===== src/rtl/aes_pkg.sv =====
// aes_pkg: shared AES helpers (sbox, rot/sub word, rcon) and key-schedule FSM states
package aes_pkg;
  typedef enum logic [1:0] {ST_IDLE, ST_EMIT, ST_DONE} state_t;
  localparam logic [7:0] RCON [0:10] = '{8'h00, 8'h01, 8'h02, 8'h04, 8'h08, 8'h10, 8'h20, 8'h40, 8'h80, 8'h1b, 8'h36};
  function automatic logic [7:0] rcon(input logic [3:0] r);
    return (r <= 4'd10) ? RCON[r] : 8'h00;
  endfunction
  function automatic logic [7:0] xtime(input logic [7:0] a);
    return {a[6:0], 1'b0} ^ (a[7] ? 8'h1b : 8'h00);
  endfunction
  function automatic logic [7:0] gf_mul(input logic [7:0] a, input logic [7:0] b);
    logic [7:0] p, x;
    p = 8'h00;
    x = a;
    for (int i = 0; i < 8; i++) begin
      p = p ^ (b[i] ? x : 8'h00);
      x = xtime(x);
    end
    return p;
  endfunction
  // multiplicative inverse as a^254 (maps 0 to 0), then the affine transform
  function automatic logic [7:0] sbox(input logic [7:0] a);
    logic [7:0] s, r;
    s = a;
    r = 8'h01;
    for (int i = 1; i < 8; i++) begin
      s = gf_mul(s, s);
      r = gf_mul(r, s);
    end
    return r ^ {r[6:0], r[7]} ^ {r[5:0], r[7:6]} ^ {r[4:0], r[7:5]} ^ {r[3:0], r[7:4]} ^ 8'h63;
  endfunction
  function automatic logic [31:0] rot_word(input logic [31:0] w);
    return {w[23:0], w[31:24]};
  endfunction
  function automatic logic [31:0] sub_word(input logic [31:0] w);
    return {sbox(w[31:24]), sbox(w[23:16]), sbox(w[15:8]), sbox(w[7:0])};
  endfunction
endpackage


===== src/rtl/aes_inv_key_expansion_if.sv =====
// aes_inv_key_expansion_if: start/key request plus round-key valid/ready stream
interface aes_inv_key_expansion_if;
  logic         start;
  logic [127:0] last_key;
  logic [127:0] round_key;
  logic [3:0]   round_idx;
  logic         round_key_valid;
  logic         round_key_ready;
  logic         busy;
  logic         done;
  modport master (output start, last_key, round_key_ready, input round_key, round_idx, round_key_valid, busy, done);
  modport slave (input start, last_key, round_key_ready, output round_key, round_idx, round_key_valid, busy, done);
endinterface


===== src/rtl/aes_inv_key_step.sv =====
// aes_inv_key_step: one backward AES-128 key-schedule step, round-r key to round-(r-1) key
module aes_inv_key_step
  import aes_pkg::*;
(
  input  logic [127:0] key_in,
  input  logic [3:0]   round,
  output logic [127:0] key_out
);
  logic [31:0] p1, p2, p3;
  assign p3 = key_in[31:0] ^ key_in[63:32];
  assign p2 = key_in[63:32] ^ key_in[95:64];
  assign p1 = key_in[95:64] ^ key_in[127:96];
  assign key_out = {key_in[127:96] ^ sub_word(rot_word(p3)) ^ {rcon(round), 24'h0}, p1, p2, p3};
endmodule


===== src/rtl/aes_inv_key_expansion.sv =====
// aes_inv_key_expansion: reverse AES-128 key schedule emitting keys 10..0; AES_INV_KEYEXP_ZEROIZE_EN clears the key after the run
module aes_inv_key_expansion
  import aes_pkg::*;
#(
  parameter int NUM_ROUNDS = 10
) (
  input logic clk,
  input logic reset,
  aes_inv_key_expansion_if.slave bus
);
  if (NUM_ROUNDS != 10) begin : g_bad_rounds
    $error("aes_inv_key_expansion supports only NUM_ROUNDS = 10");
  end
  state_t       state, state_n;
  logic [127:0] key_reg, key_prev;
  logic [3:0]   idx_reg;
  logic         accept;
  aes_inv_key_step u_step (.key_in(key_reg), .round(idx_reg), .key_out(key_prev));
  // next state and status outputs decoded purely from state, so valid never depends on ready
  always_comb begin
    accept = (state == ST_EMIT) && bus.round_key_ready;
    state_n = (state == ST_IDLE && bus.start) ? ST_EMIT :
              (accept && idx_reg == 4'd0)     ? ST_DONE :
              (state == ST_DONE)              ? ST_IDLE : state;
    bus.round_key_valid = (state == ST_EMIT);
    bus.busy = (state != ST_IDLE);
    bus.done = (state == ST_DONE);
    bus.round_key = key_reg;
    bus.round_idx = idx_reg;
  end
  // state, key and round registers; key steps backwards on each accepted non-final key
  always_ff @(posedge clk or posedge reset) begin
    if (reset) begin
      state <= ST_IDLE;
      key_reg <= '0;
      idx_reg <= '0;
    end else begin
      state <= state_n;
      if (state == ST_IDLE && bus.start) begin
        key_reg <= bus.last_key;
        idx_reg <= 4'(NUM_ROUNDS);
      end else if (accept && idx_reg != 4'd0) begin
        key_reg <= key_prev;
        idx_reg <= idx_reg - 4'd1;
      end
`ifdef AES_INV_KEYEXP_ZEROIZE_EN
      else if (state == ST_DONE) key_reg <= '0;
`endif
    end
  end
endmodule


===== src/flat_wrapper.sv =====
// flat-port wrapper written by rule: the top's interface ports become plain ports
module aes_inv_key_expansion_flat import aes_pkg::*;
#(
  parameter int NUM_ROUNDS = 10
)
  (clk, reset, bus_start, bus_last_key, bus_round_key_ready, bus_round_key, bus_round_idx, bus_round_key_valid, bus_busy, bus_done);
  aes_inv_key_expansion_if bus_i ();
  input logic clk;
  input logic reset;
  input wire logic [$bits(bus_i.start)-1:0] bus_start;
  input wire logic [$bits(bus_i.last_key)-1:0] bus_last_key;
  input wire logic [$bits(bus_i.round_key_ready)-1:0] bus_round_key_ready;
  output wire logic [$bits(bus_i.round_key)-1:0] bus_round_key;
  output wire logic [$bits(bus_i.round_idx)-1:0] bus_round_idx;
  output wire logic [$bits(bus_i.round_key_valid)-1:0] bus_round_key_valid;
  output wire logic [$bits(bus_i.busy)-1:0] bus_busy;
  output wire logic [$bits(bus_i.done)-1:0] bus_done;
  assign bus_i.start = bus_start;
  assign bus_i.last_key = bus_last_key;
  assign bus_i.round_key_ready = bus_round_key_ready;
  assign bus_round_key = bus_i.round_key;
  assign bus_round_idx = bus_i.round_idx;
  assign bus_round_key_valid = bus_i.round_key_valid;
  assign bus_busy = bus_i.busy;
  assign bus_done = bus_i.done;
  aes_inv_key_expansion #(.NUM_ROUNDS(NUM_ROUNDS)) u_core (.clk(clk), .reset(reset), .bus(bus_i));
endmodule

===== config.mk =====
export PLATFORM = sky130hd
export DESIGN_NAME = aes_inv_key_expansion_flat
export DESIGN_NICKNAME = d
export VERILOG_FILES = /design/src/rtl/aes_pkg.sv /design/src/rtl/aes_inv_key_expansion_if.sv /design/src/rtl/aes_inv_key_step.sv /design/src/rtl/aes_inv_key_expansion.sv /design/src/flat_wrapper.sv
export SDC_FILE = /design/constraint.sdc
export NUM_CORES = 2
export LEC_CHECK = 0
export ABC_CLOCK_PERIOD_IN_PS = 20200
export BUFFER_PORTS_ARGS = -buffer_cell sky130_fd_sc_hd__buf_2
export CORE_ASPECT_RATIO = 0.8
export CORE_MARGIN = 2
export CORE_UTILIZATION = 60
export DETAILED_ROUTE_END_ITERATION = 8
export HOLD_SLACK_MARGIN = 0.15
export PLACE_DENSITY = 0.81
export SYNTH_ARGS = -nofsm -noshare
export SYNTH_HDL_FRONTEND = slang
export SYNTH_HIERARCHICAL = 1
export SYNTH_SLANG_ARGS = --single-unit

===== constraint.sdc =====
create_clock -name clk -period 20.2 [get_ports clk]
set_input_delay 2.02 -clock clk [delete_from_list [all_inputs] [get_ports clk]]
set_output_delay 2.02 -clock clk [all_outputs]
set_load 0.03 [all_outputs]

# Word-level counts from Yosys, hierarchy flattened
# Memory sizes are Yosys's and may differ from the RTL's.
# Cells that the tools add are included.
[totals]
ff_bits = 134
rom_bits = 128
out_inout_bits = 135
elab_cells = 1623
n_memories = 1
[memory_table]
columns = ["name", "words", "word_bits", "read_ports", "rd_ports_with_merged_regs", "write_ports", "line", "rtl"]
rows = [
  ["(no name shown)", 16, 8, 1, 0, 0, "aes_pkg.sv:6", "return (r <= 4'd10) ? RCON[r] : 8'h00;"],
]
[op_classes]
addsub = 1
order_cmp = 2
n_eq_ne = 2
mux = 822
bitwise_logic = 782
reduce_logical = 10
[op_table]
columns = ["operator", "n"]
rows = [
  ["$mux 8", 423],
  ["$xor 8x8->8", 388],
  ["$xor 8x5->8", 356],
  ["$mux 5", 368],
  ["$mux 128", 2],
  ["$xor 32x32->32", 5],
  ["$xor 7x8->8", 4],
  ["$mux 7", 4],
  ["$xor 6x7->7", 4],
  ["$mux 4", 6],
  ["$mux 6", 4],
  ["$xor 5x6->6", 4],
  ["$xor 4x5->5", 4],
  ["$not 4->4", 4],
  ["$xor 3x4->4", 4],
  ["$mux 2", 7],
  ["$mux 3", 4],
  ["$xor 2x3->3", 4],
  ["$xor 1x2->2", 4],
  ["$ge 5x5->1 const B", 1],
  ["$not 4->5", 1],
  ["$le 4x4->1 const B", 1],
  ["$logic_and 1x1->1", 4],
  ["$logic_not 4->1", 1],
  ["other kinds (8)", 12],
]

# Depth between registers and ports, before layout
[logic_depth]
depth_word = 130
mapped_depth = 96
ltp_nobuf = 83

# By module
# The synthesis kept the hierarchy.
[by_module_without_submodules]
columns = ["module", "n_inst", "cells_each", "area_each_um2", "seq_area_each_um2"]
rows = [
  ["aes_inv_key_step", 1, 8757, 66829.1, 0.0],
  ["aes_inv_key_expansion", 1, 750, 6531.3, 3353.2],
]

# Worst setup path before layout
# OpenSTA, ideal clock, no wires.
[synth_path]
path_type = "register to register"
from = "reg u_core.key_reg[54] (netlist: u_core/bus.round_key[54])"
to = "reg u_core.key_reg[124] (netlist: u_core/bus.round_key[124])"
setup_time_ns = 0.087
arrival_ns = 20.307
setup_slack_ns = -0.193
path_stages_with_launch = 91
path_buffers = 17
path_cell_list = "dfrtp_1 -> xnor2_2 -> inv_2 -> buf_2 -> ha_1 -> buf_2 -> xnor3_1 -> xnor2_1 -> and2_1 -> nor3_1 -> or3_1 -> clkbuf_1 -> nand2_1 -> xnor2_1 -> inv_1 -> ha_1 -> xor2_1 -> and2_1 -> [55 not listed] -> inv_1 -> ha_1 -> xor2_1 -> a21oi_1 -> xnor2_1 -> nor2_1 -> a21oi_1 -> xnor2_1 -> clkbuf_1 -> nor2_1 -> xnor2_1 -> xnor3_1 -> xnor3_1 -> xnor3_1 -> xor2_1 -> xnor2_1 -> nand3_1 -> o211ai_1"
[synth_via]
elab_chain_cells = 93
word_cells_on_any_way = 397
classes_between = "mux (201); bitwise (196)"
[synth_lines]
columns = ["item", "line", "rtl"]
rows = [
  ["start, declared", "aes_inv_key_expansion.sv:15", "logic [127:0] key_reg, key_prev;"],
  ["start signal, assigned", "aes_inv_key_expansion.sv:40", "key_reg <= bus.last_key;"],
  ["start signal, assigned", "aes_inv_key_expansion.sv:43", "key_reg <= key_prev;"],
  ["$xor 32x32->32 *", "aes_inv_key_step.sv:10", "assign p3 = key_in[31:0] ^ key_in[63:32];"],
  ["net u_core.key_prev[22]", "aes_inv_key_expansion.sv:15", ""],
  ["$xor 8x5->8", "aes_pkg.sv:9", "return {a[6:0], 1'b0} ^ (a[7] ? 8'h1b : 8'h00);"],
  ["$mux 5", "aes_pkg.sv:9", ""],
  ["$xor 8x5->8 (4 in series)", "aes_pkg.sv:9", ""],
  ["$mux 5, or another cell as far along", "aes_pkg.sv:9", ""],
  ["$xor 8x5->8, or another cell as far along (2 in series)", "aes_pkg.sv:9", ""],
  ["$mux 8 or $xor 8x8->8 (tied branches)", "aes_pkg.sv:16", "p = p ^ (b[i] ? x : 8'h00);"],
  ["[72 not listed]", "-", ""],
  ["$xor 8x8->8 or $mux 8 (tied branches)", "aes_pkg.sv:16", ""],
  ["$xor 8x8->8 *", "aes_pkg.sv:16", ""],
  ["$xor 8x8->8 (3 in series)", "aes_pkg.sv:30", "return r ^ {r[6:0], r[7]} ^ {r[5:0], r[7:6]} ^ {r[4:0], r[7:5]} ^ {r[3:0], r[7:4]} ^ 8'h63;"],
  ["$xor 8x8->8 *", "aes_pkg.sv:30", ""],
  ["$xor 32x32->32 * (2 in series)", "aes_inv_key_step.sv:13", "assign key_out = {key_in[127:96] ^ sub_word(rot_word(p3)) ^ {rcon(round), 24'h0}, p1, p2, p3};"],
  ["net u_core.key_prev[124]", "aes_inv_key_expansion.sv:15", ""],
  ["$mux 128 *", "aes_inv_key_expansion.sv:42", "end else if (accept && idx_reg != 4'd0) begin"],
  ["$mux 128 *", "aes_inv_key_expansion.sv:39", "if (state == ST_IDLE && bus.start) begin"],
]
# Mark *: on every way through the listed nets, which the timed path passes. The rest lies on a longest branch. The select of a mux whose other input is x is not followed.
# A chain may end at the register's enable or synchronous reset.

# Worst setup path after layout
[layout_path]
from = "reg u_core.key_reg[39] (netlist: u_core/bus.round_key[39])"
to = "reg u_core.key_reg[110] (netlist: u_core/bus.round_key[110])"
[layout_via]
elab_chain_cells = 94
word_cells_on_any_way = 398
classes_between = "mux (201); bitwise (197)"
[layout_lines]
columns = ["item", "line"]
rows = [
  ["$xor 32x32->32 *", "aes_inv_key_step.sv:10"],
  ["net u_core.key_prev[7]", "aes_inv_key_expansion.sv:15"],
  ["$mux 5", "aes_pkg.sv:9"],
  ["$xor 8x5->8 (4 in series)", "aes_pkg.sv:9"],
  ["$mux 5 or $xor 8x5->8 (tied branches)", "aes_pkg.sv:9"],
  ["$xor 8x5->8 or $mux 5 (tied branches)", "aes_pkg.sv:9"],
  ["$xor 8x5->8 or $mux 8 (tied branches)", "aes_pkg.sv:9, aes_pkg.sv:16"],
  ["$xor 8x5->8, or another cell as far along", "aes_pkg.sv:9"],
  ["[74 not listed]", "-"],
  ["$xor 8x8->8 *", "aes_pkg.sv:16"],
  ["$xor 8x8->8 (3 in series)", "aes_pkg.sv:30"],
  ["$xor 8x8->8 *", "aes_pkg.sv:30"],
  ["$not 4->4 (no source line) *", "-"],
  ["$xor 32x32->32 * (2 in series)", "aes_inv_key_step.sv:13"],
  ["net u_core.key_prev[110]", "aes_inv_key_expansion.sv:15"],
  ["$mux 128 *", "aes_inv_key_expansion.sv:42"],
  ["$mux 128 *", "aes_inv_key_expansion.sv:39"],
]
# Marks and branches as above.

==> impl_metrics.ini <==
[drt]
vias = 70700
totalWireLength_um = 240000
viasPerCell = 6.32
postRouteAntennaNets = 0
drt_iter0_drc = 9276
drtPass1Iterations = 7
wl_per_cell_um = 21.5
drc_errors = 0

[synth]
async_reset_ff_share_pct = 100
synth_area_leaders = xnor2_1, xnor3_1, xor2_1, nor2_1, nand2_1
syn_avg_cell_area_sq_um = 7.72
synth.top_cell.area_share_pct = 21.4
synth_seq_area_share_pct = 4.57
synth_largest_area_cell = xnor2_1
ys_ff_latch = 134
synth_edf_count = 0
synth_ff_type = dfrtp_1
syn_nets = 9883
synthesis.area_sq_um = 73400
syn_inst = 9507
ys.warnings.count = 6
synth_cell_types = 124

[global_route]
grt_use_met1_pct = 51.7
use_met2_pct = 55.0
antenna_found_initial = 12
grt.total_usage_pct = 36.7
top_usage_layer = met2
grt_util_met3_pct = 9.38
grt_pass1_vias = 65300
grt_overflow = 0
grt_max_degree = 78
grt_pass1_wl_um = 373000

[final_layout]
layout_common_cells = xnor2_1, nor2_1, nand2_1, xor2_1, xnor3_1
fin_nets = 9934
fin_area_sq_um = 78400
area_delta_synth_final_pct = 6.88
fillers = 10300
layout.cells.non_filler = 11200
drive_gt1_share_pct = 12.4
final_util_pct = 64.7
layout_commonest_cell = xnor2_1

[die]
fp.dieH_um = 317
ioPinCount = 267
die-width_um = 395
initial_utilization_pct = 60.6
rows = 114
dieArea_sq_um = 125000
core_sq_um = 121000

[run]
cap_viol_max_count = 0

[timing]
post-route-min-period_ps = 19370
min_period_over_period_pct = 95.9
hold_viol_final = 0
fin_worst_skew_ps = 32.2
worst_slew_pin_slew_ps = 1180
finalMaxSlewViolations = 0
max_freq_mhz = 51.6
setup_viol = 0
timing.slew.headroom_pct = 21.3
whs_ps = 596

[clock_tree]
worst_skew_pair.late_latency_ps = 550
cts_buffers = 17
cts_tree = yes
cts_sinks = 134
cts_buffer_depth = 2
h-tree-depth = 4
clk_pin_slew_ps = 90
root_buffer = clkbuf_16

[setup_path]
rr_worst_depth = 78
critPathSlowestCell = xor3_1
r2r-end = u_core/bus.round_key[110]$_DFFE_PP0P_
arrival_ps = 19750
startpoint_type = register
rr_startpoint = u_core/bus.round_key[39]$_DFFE_PP0P_
cp-end-kind = register
worst_path_most_repeated_cell = xnor2_1
worstPathMaxFanout = 20
crit_end = u_core/bus.round_key[110]$_DFFE_PP0P_
slowest_delay_ps = 560
crit_path_start = u_core/bus.round_key[39]$_DFFE_PP0P_
worstSetupPathType = reg2reg
worstPathRequired_ps = 20590
r2r_slack_ps = 830

[place]
gp_congestion = 1.03
port_buffers = 266
place_hpwl_um = 180000
dpl_cell_area_sq_um = 76700
placed_cells = 11100

[hold_path]
worstHoldPathType = reg2reg

[run_status]
status = finished clean
==> worst min-delay path by stage <==
| stage | from | end | slack, ps | cells after the start |
|---|---|---|---|---|
| after global routing | u_core/bus.round_key[28]$_DFFE_PP0P_ | u_core/bus.round_key[28]$_DFFE_PP0P_ | 610 | 2 |
| after CTS | u_core/bus.round_key[9]$_DFFE_PP0P_ | u_core/bus.round_key[9]$_DFFE_PP0P_ | 600 | 2 |
| after detailed placement | u_core/bus.round_key[12]$_DFFE_PP0P_ | u_core/bus.round_key[12]$_DFFE_PP0P_ | 580 | 2 |
| after floorplan | u_core/state[0]$_DFFE_PP0P_ | u_core/state[0]$_DFFE_PP0P_ | 590 | 2 |
| final | u_core/bus.round_key[28]$_DFFE_PP0P_ | u_core/bus.round_key[28]$_DFFE_PP0P_ | 600 | 2 |
| after global placement | u_core/bus.round_key[12]$_DFFE_PP0P_ | u_core/bus.round_key[12]$_DFFE_PP0P_ | 570 | 2 |
==> layout make-up <==
| cell class | instances | area (sq um) | share of cell area, % |
|---|---|---|---|
| multi-input cells | 8486 | 67200 | 85.7 |
| clock inverters | 13 | 194 | 0.247 |
| clock buffers | 19 | 443 | 0.565 |
| inverters | 295 | 1160 | 1.48 |
| diodes | 1 | 2.50 | 0.00319 |
| well taps | 1624 | 2030 | 2.59 |
| flip-flops and latches | 134 | 3350 | 4.28 |
| repair buffers | 624 | 4030 | 5.14 |
==> registers in the layout, indices dropped and copies added, names as in the netlist <==
| name | count |
|---|---|
| u_core/bus.round_idx | 4 |
| u_core/bus.round_key | 128 |
| u_core/state | 2 |
==> metrics by stage <==
stage / TNS [ps] / worst slack (ps)
floorplan: 0 / 23.9
global placement: 0 / 216
detailed placement: -1320 / -198
CTS: 0 / 27.6
global route: -58.4 / -42.9
finish: 0 / 833
==> cell usage after synthesis, drive strengths merged (24+ instances only) <==
master,count
a31oi,39
nor2b,59
or3,64
nand2b,61
xnor2,1917
xor2,655
o22ai,114
a21o,24
clkinv,30
ha,244
dfrtp,134
or2,28
and3,52
o211a,30
xor3,66
o21a,56
mux2i,186
buf,299
nand3,269
nand2,1085
nor2,1308
a22oi,56
a221oi,27
nor3b,29
o21ai,299
o211ai,193
inv,265
clkbuf,293
xnor3,439
nor3,242
a21oi,381
and2,60
a211oi,81
mux2,35
==> metal layers <==
| layer | wire length, um | up-vias |
|---|---|---|
| met5 | 145 | - |
| met3 | 30300 | 481 |
| met2 | 102000 | 4293 |
| met1 | 100000 | 33600 |
| met4 | 7330 | 22 |
| li1 | - | 32400 |
==> timing repair <==
item	4_1_cts	5_1_grt
gates cloned	0	0
setup buffers	1	36
endpoints found under the setup margin	9	32
pin swaps	1	15
resized for setup	8	129
hold buffers	0	0
==> cells by family after synthesis <==
family,synth area share (%)
adders and majority gates,4.16
and+or+nand+nor,20.0
AOI/OAI and AO/OA,14.5
DFF,4.57
buffers and inverters,5.19
xor gates and xnor gates,48.5
muxes,3.11
==> worst max-delay path: cells and delay by family (launching register included) <==
family	cells	cell delay (ps)
simple gates	14	1820
fa+ha+maj	11	4180
flops	1	470
xor+xnor	35	9380
buf+inv	13	2650
compound gates	5	700
Power is left out: the tool's default activity adds up to more than one toggle a clock period on the data nets, which glitch-free logic cannot reach.
